**config.mk**
```make
export PLATFORM = sky130hd
export DESIGN_NAME = phase_sweep_ctl
export DESIGN_NICKNAME = d
export VERILOG_FILES = /design/src/rtl/phase_sweep_ctl.sv
export SDC_FILE = /design/constraint.sdc
export NUM_CORES = 1
export LEC_CHECK = 0
export ABC_AREA = 1
export CAP_MARGIN = 20
export CELL_PAD_IN_SITES_DETAIL_PLACEMENT = 0
export CELL_PAD_IN_SITES_GLOBAL_PLACEMENT = 1
export CORE_ASPECT_RATIO = 1.4
export CORE_MARGIN = 2
export CORE_UTILIZATION = 30
export DETAILED_ROUTE_END_ITERATION = 10
export PLACE_DENSITY_LB_ADDON = 0.2
export SLEW_MARGIN = 25
export SYNTH_ARGS = -nofsm -noshare
export SYNTH_HDL_FRONTEND = slang
export SYNTH_SLANG_ARGS = --single-unit
```
**constraint.sdc**
```tcl
create_clock -name i_clk -period 5.3 [get_ports i_clk]
set_input_delay 0.795 -clock i_clk [delete_from_list [all_inputs] [get_ports i_clk]]
set_output_delay 0.795 -clock i_clk [all_outputs]
set_load 0.01 [all_outputs]
```
**src/rtl/phase_sweep_ctl.sv**
```systemverilog
// -----------------------------------------------------------------------------
// phase_sweep_ctl
//
// Purpose:
//   Steps the I/Q demodulator phase offset through STEPS equally spaced values.
//   At each offset the first SETTLE_N result strobes are thrown away, then
//   2^AVG_LOG2 magnitude results are summed. Each step's sum is reported, the
//   strongest offset is tracked, and at the end of the sweep the phase is
//   parked on the best offset so the demodulator runs phase-aligned.
//
// Ports:
//   i_clk          system clock
//   i_rst_in       asynchronous active-high reset
//   i_start        one-cycle request to begin a sweep (ignored while busy)
//   i_abort        synchronous sweep cancel (ignored in IDLE)
//   o_phase        phase offset driven to the demodulator
//   i_demod_rdy    one-cycle strobe, i_demod_value valid
//   i_demod_value  unsigned demodulator magnitude result
//   o_busy         sweep in progress
//   o_done         one-cycle pulse, sweep complete
//   o_step_valid   one-cycle pulse, o_step_idx / o_step_mag valid
//   o_step_idx     index of the reported step
//   o_step_mag     accumulated magnitude of the reported step
//   o_best_phase   phase of the strongest step so far
//   o_best_mag     magnitude of the strongest step so far
// -----------------------------------------------------------------------------
module phase_sweep_ctl #(
  parameter int unsigned STEPS       = 16,
  parameter logic [15:0] PHASE_START = 16'h0000,
  parameter logic [15:0] PHASE_STEP  = 16'h1000,
  parameter int unsigned SETTLE_N    = 1,
  parameter int unsigned AVG_LOG2    = 2
) (
  input  logic                  i_clk,
  input  logic                  i_rst_in,
  input  logic                  i_start,
  input  logic                  i_abort,
  output logic [15:0]           o_phase,
  input  logic                  i_demod_rdy,
  input  logic [7:0]            i_demod_value,
  output logic                  o_busy,
  output logic                  o_done,
  output logic                  o_step_valid,
  output logic [7:0]            o_step_idx,
  output logic [8+AVG_LOG2-1:0] o_step_mag,
  output logic [15:0]           o_best_phase,
  output logic [8+AVG_LOG2-1:0] o_best_mag
);

  // Sum of 2^AVG_LOG2 eight-bit values needs 8+AVG_LOG2 bits, so it never wraps.
  localparam int unsigned ACC_W    = 8 + AVG_LOG2;
  localparam logic [7:0]  LAST_IDX = 8'(STEPS - 1);
  localparam logic [4:0]  ACC_LAST = 5'((32'd1 << AVG_LOG2) - 32'd1);
  localparam logic [3:0]  SETTLE_LD = 4'(SETTLE_N);

  typedef enum logic [2:0] {
    S_IDLE    = 3'd0,
    S_SETTLE  = 3'd1,
    S_ACCUM   = 3'd2,
    S_COMPARE = 3'd3,
    S_DONE    = 3'd4
  } state_t;

  state_t             r_state;
  state_t             w_next_state;

  logic [15:0]        r_phase;
  logic [15:0]        r_best_phase;
  logic [ACC_W-1:0]   r_best_mag;
  logic [ACC_W-1:0]   r_acc;
  logic [ACC_W-1:0]   r_step_mag;
  logic [7:0]         r_step_idx;
  logic [3:0]         r_disc_cnt;
  logic [4:0]         r_acc_cnt;

  logic [ACC_W-1:0]   w_acc_sum;
  logic               w_acc_last;
  logic               w_settle_last;
  logic               w_busy;
  logic               w_done;
  logic               w_step_valid;

  assign w_acc_sum     = r_acc + ACC_W'(i_demod_value);
  assign w_acc_last    = (r_acc_cnt == ACC_LAST);
  assign w_settle_last = (r_disc_cnt == 4'd1);

  // State register.
  always_ff @(posedge i_clk or posedge i_rst_in) begin
    if (i_rst_in) begin
      r_state <= S_IDLE;
    end else begin
      r_state <= w_next_state;
    end
  end

  // Next-state logic; abort beats every other transition outside IDLE.
  always_comb begin
    w_next_state = r_state;
    case (r_state)
      S_IDLE: begin
        if (i_start) begin
          if (SETTLE_LD == 4'd0) begin
            w_next_state = S_ACCUM;
          end else begin
            w_next_state = S_SETTLE;
          end
        end else begin
          w_next_state = S_IDLE;
        end
      end
      S_SETTLE: begin
        if (i_abort) begin
          w_next_state = S_IDLE;
        end else if (i_demod_rdy && w_settle_last) begin
          w_next_state = S_ACCUM;
        end else begin
          w_next_state = S_SETTLE;
        end
      end
      S_ACCUM: begin
        if (i_abort) begin
          w_next_state = S_IDLE;
        end else if (i_demod_rdy && w_acc_last) begin
          w_next_state = S_COMPARE;
        end else begin
          w_next_state = S_ACCUM;
        end
      end
      S_COMPARE: begin
        if (i_abort) begin
          w_next_state = S_IDLE;
        end else if (r_step_idx == LAST_IDX) begin
          w_next_state = S_DONE;
        end else if (SETTLE_LD == 4'd0) begin
          w_next_state = S_ACCUM;
        end else begin
          w_next_state = S_SETTLE;
        end
      end
      S_DONE: begin
        w_next_state = S_IDLE;
      end
      default: begin
        w_next_state = S_IDLE;
      end
    endcase
  end

  // Output decode from the state register.
  always_comb begin
    w_busy       = 1'b1;
    w_done       = 1'b0;
    w_step_valid = 1'b0;
    case (r_state)
      S_IDLE:    w_busy       = 1'b0;
      S_COMPARE: w_step_valid = 1'b1;
      S_DONE:    w_done       = 1'b1;
      default:   w_busy       = 1'b1;
    endcase
  end

  // Sweep datapath: phase, counters, accumulator and best-offset tracking.
  always_ff @(posedge i_clk or posedge i_rst_in) begin
    if (i_rst_in) begin
      r_phase      <= PHASE_START;
      r_best_phase <= PHASE_START;
      r_best_mag   <= '0;
      r_acc        <= '0;
      r_step_mag   <= '0;
      r_step_idx   <= 8'd0;
      r_disc_cnt   <= 4'd0;
      r_acc_cnt    <= 5'd0;
    end else begin
      case (r_state)
        S_IDLE: begin
          if (i_start) begin
            r_phase      <= PHASE_START;
            r_best_phase <= PHASE_START;
            r_best_mag   <= '0;
            r_acc        <= '0;
            r_step_idx   <= 8'd0;
            r_disc_cnt   <= SETTLE_LD;
            r_acc_cnt    <= 5'd0;
          end
        end
        S_SETTLE: begin
          if (!i_abort && i_demod_rdy) begin
            r_disc_cnt <= r_disc_cnt - 4'd1;
          end
        end
        S_ACCUM: begin
          if (!i_abort && i_demod_rdy) begin
            r_acc     <= w_acc_sum;
            r_acc_cnt <= r_acc_cnt + 5'd1;
            // Load the report register early so it already holds the step
            // sum during the COMPARE cycle in which step_valid is high.
            if (w_acc_last) begin
              r_step_mag <= w_acc_sum;
            end
          end
        end
        S_COMPARE: begin
          if (!i_abort) begin
            // Strict compare: on a tie the earlier step keeps the title.
            if (r_acc > r_best_mag) begin
              r_best_mag   <= r_acc;
              r_best_phase <= r_phase;
            end
            if (r_step_idx != LAST_IDX) begin
              r_phase    <= r_phase + PHASE_STEP;
              r_step_idx <= r_step_idx + 8'd1;
              r_acc      <= '0;
              r_acc_cnt  <= 5'd0;
              r_disc_cnt <= SETTLE_LD;
            end
          end
        end
        S_DONE: begin
          // best_phase already includes any update from the last COMPARE.
          if (!i_abort) begin
            r_phase <= r_best_phase;
          end
        end
        default: begin
          r_acc <= r_acc;
        end
      endcase
    end
  end

  assign o_phase      = r_phase;
  assign o_busy       = w_busy;
  assign o_done       = w_done;
  assign o_step_valid = w_step_valid;
  assign o_step_idx   = r_step_idx;
  assign o_step_mag   = r_step_mag;
  assign o_best_phase = r_best_phase;
  assign o_best_mag   = r_best_mag;

endmodule

```
==> summary.md, run 1 <==
| Metric | Value |
|---|---|
| Post-synth ARST share | `1.00` |
| Area of the core | `about 0.015 sq mm` |
| Hold depth | `2` |
| Util after Layout | `0.390` |
| 1st-iter DRT viols | `between 150 and 200` |
| Number of max-cap violations | `0` |
| CP most frequent cell | `inv_2` |
| CTS buffer count | `9` |
| Vias per cell | `~4.6` |
| Post-synth EDFFs | `0` |
| Post-synthesis net count | `648` |
| # rows | `53` |
| R2r worst-path depth | `8` |
| Met1 Wirelength | `5.45 mm` |
| Die W | `around 110 microns` |
| Initial core utilization | `0.307` |
| WL final | `12.1 mm` |
| Synthesized instance count | `a little over 600` |
| Main synth FF type | `dfrtp_1` |
| Clock-pin transition on the worst setup and hold timing paths | `0.06 ns` |
| Distinct cells, synth | `35` |
| Max-slew headroom | `0.481` |
| Leak | `2.85 nW` |
| Routed wl met2 | `about 6.0 mm` |
| Layout cells sized above 1 | `0.0481` |
| H-tree depth | `3` |
| Final setup viols | `0` |
| Synth Cell Area | `~0.0046 sq mm` |
| Top Ports | `76` |
| Worst stage delay on the critical path | `slightly above 0.6 ns` |
| # port buffers | `75` |
| Layout Skew | `0.0123 ns` |
| DR DRC count | `0` |
| Critical path capture point type | `primary output` |
| Worst setup path end | `o_step_valid` |
| Pin count of the biggest net entering global routing | `44` |
| Syn Area/Cell | `~7.5 sq um` |
| Worst Setup SP | `r_state[2]` |
| Worst flop-to-flop path endpoint | `r_acc[5]` |
| Root buffer cell | `clkbuf_16` |
| Startpoint type of the worst setup path | `flip-flop` |
| Min Tclk post-route | `about 3.4 ns` |
| Grt total ovfl | `0` |
| Skew-Pair Late Insertion Delay | `between 0.3 and 0.4 ns` |
| CTS Buffer Depth | `2` |
| Area grow syn2layout | `27.3%` |
| RSZ-0062 raised after global routing | `no` |
| Final period util | `0.648` |
| R2R setup slack | `approximately 2.5 ns` |
| Reg area | `0.00205 sq mm` |
| Critical-path top delay cell | `clkdlybuf4s50_1` |
| RR Startpoint | `r_state[2]` |
| Multi-input gate area | `0.00217 sq mm` |
| Via total after detailed routing | `between 4k and 5k` |
| Crit path kind | `reg -> out` |
| Sink Count | `roughly 80` |
| Most frequent cells in the layout | `196 x nand2_1, 82 x dfrtp_1, 75 x clkdlybuf4s50_1` |
| Die area | `roughly 0.016 sq mm` |
| Initial antenna violation count | `0` |
| YS warnings | `0` |
| Flop and latch count out of synthesis | `approximately 80` |
| CP Data Arrival Time | `between 2 and 3 ns` |
| Max-slew violation count | `0` |
| Critical Path, Cell by Cell | `inv_2, nand3_2, inv_2, clkdlybuf4s50_1` |
| DRT Pass-1 Iters | `4` |
| Routed length on met3 | `roughly 400 microns` |
| Worst-Margin Slew | `slightly below 0.8 ns` |
| Die H | `approximately 150 microns` |
| Total setup buffers inserted after CTS | `0` |
| Drt wl/cell | `13.7 microns` |
| Most common cell after layout, fill and taps aside | `nand2_1` |
| Hold-fix buffers at CTS | `0` |
| Dpl hpwl | `8.74 mm` |
| RD Place Congestion | `a little under 0.8` |
| PostCTS Resize Cnt | `0` |
| Power density cells | `about 360 mW/mm^2` |
| GRT Total Usage | `0.156` |
| Hold Crit Class | `reg -> reg` |
| Fillers | `~1.6k` |
| Worst path required time | `around 4.5 ns` |
| Status | `finished, final reports clean` |
| CTS tree | `built` |
| Worst-path maximum fanout | `33` |
| Setup TNS | `0 ns` |
| Detail Route Antenna Nets | `0` |
| Max Clock Freq | `291 MHz` |
| Max VDD drop | `around 0.15 mV` |
| Sequential area share after synthesis | `0.446` |
| Vias in the first global route | `3911` |
| Endpoints failing hold | `0` |
| Final nets | `719` |
| Diode count | `0` |
| Top routing layer in use | `met4` |
| Global-route wire length before repair | `around 20 mm` |
area by class of cell:
type                            instances  area share
Inverter                               76      0.0490
Clock inverter                          6      0.0197
Tap cell                              192      0.0411
Clock buffer                            9      0.0385
Sequential cell                        82       0.351
Multi-Input combinational cell        437       0.372
Timing Repair Buffer                   76       0.130
stage by stage:
stage                     cells  hold slack (ns)  area [sq um]  setup slack, ns  power, mW
final                       878            0.485          5850             1.87       2.09
after global routing        878            0.515          5850             1.67       2.23
after CTS                   878            0.490          5850             1.81       2.13
after detailed placement    863            0.465          5510             2.19       1.39
after global placement      863            0.467          5510             2.24       1.38
after floorplan             611            0.475          4600             2.40       1.20
worst min-delay path by stage:
| stage | from | to | slack, ns |
|---|---|---|---|
| after detailed placement | o_step_mag[7] | o_step_mag[7] | 0.47 |
| after global routing | o_step_mag[3] | o_step_mag[3] | 0.51 |
| after CTS | o_step_mag[7] | o_step_mag[7] | 0.49 |
| final | o_step_mag[9] | o_step_mag[9] | 0.49 |
| after floorplan | r_acc_cnt[1] | r_acc_cnt[1] | 0.48 |
| after global placement | o_step_mag[9] | o_step_mag[9] | 0.47 |
critical path, delay by kind of cell (launching register included):
kind | cells | cell delay (ns)
buffers and inverters | 3 | 1.25
AND/OR/NAND/NOR | 1 | 0.59
flip-flops | 1 | 0.46
kinds of logic after synthesis:
| group | Yosys count | synth area share |
|---|---|---|
| buf+inv | 92 | 0.0806 |
| xor+xnor | 11 | 0.0210 |
| fa+ha+maj | 24 | 0.0670 |
| simple gates | 346 | 0.320 |
| compound gates | 56 | 0.0651 |
| flops | 82 | 0.446 |
state kept, by name, indices dropped and copies added, names as in the netlist:
name,cells
o_best_phase,16
o_phase,16
o_best_mag,10
o_step_mag,10
r_acc,10
o_step_idx,8
r_acc_cnt,5
r_disc_cnt,4
r_state,3
synthesized netlist by cell type, drive strengths merged (4+ instances only):
cell | count | share of area
inv | 75 | 0.061
or2 | 4 | 0.0054
dfrtp | 82 | 0.45
xor2 | 9 | 0.017
a21oi | 13 | 0.014
buf | 12 | 0.015
o21ai | 35 | 0.038
nor2 | 64 | 0.053
nand3b | 4 | 0.0065
nand4 | 6 | 0.0082
nor3 | 4 | 0.0093
clkbuf | 4 | 0.0033
ha | 23 | 0.063
nand2 | 200 | 0.17
nand3 | 64 | 0.071
where the power goes:
part	total [mW]	leakage, nW	switching (mW)	internal (mW)
logic	0.645	1.56	0.456	0.189
clock network	0.725	0.162	0.265	0.461
registers	0.722	1.13	0.0502	0.672
total	2.09	2.85	0.771	1.32
routing by layer:
metal,track usage,up-vias
met1,0.194,1865
met4,0.0429,0
li1,-,2083
met3,0.0303,16
met2,0.272,92
met5,0,-
No activity file was read; power rests on OpenSTA's default activity.
==> run 2: changes to the inputs <==
clock period = 2.8 ns   (was 5.3 ns; I/O delays follow)
==> summary.md, run 2 (synthesis results as in run 1) <==
| Metric | Value |
|---|---|
| Number of max-cap violations | `0 (unchanged)` |
| Sink Count | `82 (unchanged)` |
| # port buffers | `75 (unchanged)` |
| Most common cell after layout, fill and taps aside | `nand2_1 (unchanged)` |
| Final period util | `0.852` |
| Die area | `0.0163 sq mm (unchanged)` |
| Vias in the first global route | `4004 (was 3911)` |
| Worst path required time | `2.38 ns (was 4.51 ns)` |
| Hold WS | `0.476 ns (was 0.485 ns)` |
| Final nets | `730 (was 719)` |
| Dpl hpwl | `8.80 mm (was 8.74 mm)` |
| CTS buffer count | `9 (unchanged)` |
| Layout cells sized above 1 | `0.0645 (was 0.0481)` |
| Initial core utilization | `0.307 (unchanged)` |
| Max-slew violation count | `0 (unchanged)` |
| Power density cells | `681 mW/mm^2 (was 358 mW/mm^2)` |
| R2r worst-path depth | `8 (unchanged)` |
| CP Depth | `5 (was 4)` |
| Final setup viols | `0 (unchanged)` |
| Diode count | `0 (unchanged)` |
| CP Data Arrival Time | `1.97 ns (was 2.64 ns)` |
| Die H | `150 microns (unchanged)` |
| Buf+Inv Stages, Crit Path | `4 (was 3)` |
| RD Place Congestion | `0.773 (was 0.789)` |
| Leak | `2.91 nW (was 2.85 nW)` |
| DR DRC count | `0 (unchanged)` |
| PostCTS Resize Cnt | `0 (unchanged)` |
| Min Tclk post-route | `approximately 2.4 ns` |
| Area of the core | `0.0150 sq mm (unchanged)` |
| Worst-path maximum fanout | `16 (was 33)` |
| Initial antenna violation count | `0 (unchanged)` |
| DRT Pass-1 Iters | `5 (was 4)` |
| WL final | `12.1 mm (about the same)` |
| CP most frequent cell | `inv_2 (unchanged)` |
| Die W | `109 microns (unchanged)` |
| Worst stage delay on the critical path | `0.57 ns (was 0.61 ns)` |
| Endpoints failing hold | `0 (unchanged)` |
| Drt wl/cell | `13.6 microns (was 13.7 microns)` |
| Max VDD drop | `0.371 mV (was 0.153 mV)` |
| CTS Buffer Depth | `2 (unchanged)` |
| Area grow syn2layout | `29.6% (was 27.3%)` |
| RSZ-0062 raised after global routing | `no (unchanged)` |
| # rows | `53 (unchanged)` |
| Pin count of the biggest net entering global routing | `48 (was 44)` |
| Critical Path, Cell by Cell | `inv_2, nand3_2, buf_4, inv_2, clkdlybuf4s50_1 (was inv_2, nand3_2, inv_2, clkdlybuf4s50_1)` |
| Crit path kind | `reg -> out (unchanged)` |
| Max Clock Freq | `approximately 420 MHz` |
| Worst flop-to-flop path endpoint | `o_step_idx[6] (was r_acc[5])` |
| R2R setup slack | `0.74 ns (was 2.46 ns)` |
| Most frequent cells in the layout | `196 x nand2_1, 82 x dfrtp_1, 75 x clkdlybuf4s50_1 (unchanged)` |
| CTS tree | `built (unchanged)` |
| Top Ports | `76 (unchanged)` |
| Vias per cell | `4.58 (was 4.62)` |
| Startpoint type of the worst setup path | `flip-flop (unchanged)` |
| Total setup buffers inserted after CTS | `0 (unchanged)` |
| Critical path capture point type | `primary output (unchanged)` |
| H-tree depth | `3 (unchanged)` |
| Max-slew headroom | `0.547 (was 0.481)` |
| Setup TNS | `0 ns (unchanged)` |
| Hold Crit Class | `in -> async (was reg -> reg)` |
| Global-route wire length before repair | `20.1 mm (was 19.8 mm)` |
| Detail Route Antenna Nets | `0 (unchanged)` |
| 1st-iter DRT viols | `181 (was 157)` |
| CP top delay family | `buffers and inverters (unchanged)` |
| Clock-pin transition on the worst setup and hold timing paths | `0.06 ns (about the same)` |
| Critical-path top delay cell | `clkdlybuf4s50_1 (unchanged)` |
| Skew-Pair Late Insertion Delay | `0.34 ns (about the same)` |
| Worst-Margin Slew | `0.679 ns (was 0.779 ns)` |
| RR Startpoint | `o_step_idx[0] (was r_state[2])` |
| Grt total ovfl | `0 (unchanged)` |
| Layout Skew | `0.00751 ns (was 0.0123 ns)` |
| Via total after detailed routing | `4077 (was 4056)` |
| Hold-fix buffers at CTS | `0 (unchanged)` |
| Root buffer cell | `clkbuf_16 (unchanged)` |
| Status | `finished, final reports clean (unchanged)` |
| GRT Total Usage | `0.158 (was 0.156)` |
run 2: worst reg2reg max path, cell delays in order, from the launching register on:
cell	delay, ns
dfrtp_1	0.41
ha_1	0.23
nand3_1	0.12
nor2_1	0.34
nand2_1	0.20
nand2_1	0.37
inv_1	0.14
nand2_1	0.09
nand2_1	0.04
run 2: layout make-up:
type,instances,area (sq um)
clock buffer,10,239
timing repair buffer,87,853
tap,192,240
sequential,82,2050
multi-input combinational,437,2170
inverter,76,287
clock inverter,6,113
fill,1574,9030
run 2: per-stage QoR:
step	power, mW	std cells	util	instance area, sq um	worst slack [ns]
6_report	4.06	890	0.398	5960	0.414
5_1_grt	4.32	890	0.398	5960	0.320
4_1_cts	4.12	890	0.398	5960	0.404
3_5_place_dp	2.69	874	0.374	5610	0.433
3_3_place_gp	2.67	874	0.374	5610	0.433
2_1_floorplan	2.27	611	-	4600	0.272
run 2: layer usage:
layer  up-vias  GRT usage  share of wire
met1      1892      0.195           0.45
met2        74      0.281           0.50
li1       2100          -              -
met4         0     0.0551          0.017
met5         -          0              0
met3        11     0.0195          0.033
run 2: how the worst max path moves through the flow:
stage | start | end | slack [ns]
floorplan | i_rst_in | o_best_mag[0] | 0.27
global placement | i_demod_value[0] | r_acc[8] | 0.43
detailed placement | i_demod_value[0] | r_acc[6] | 0.43
CTS | r_state[2] | o_step_valid | 0.40
global route | r_state[2] | o_step_valid | 0.32
finish | r_state[2] | o_step_valid | 0.41
run 2: where the power goes:
part	internal [mW]	switching (mW)	leakage [nW]
Sequential	1.27	0.0917	1.13
Combinational	0.418	0.872	1.61
Clock	0.899	0.505	0.173
Total	2.59	1.47	2.91
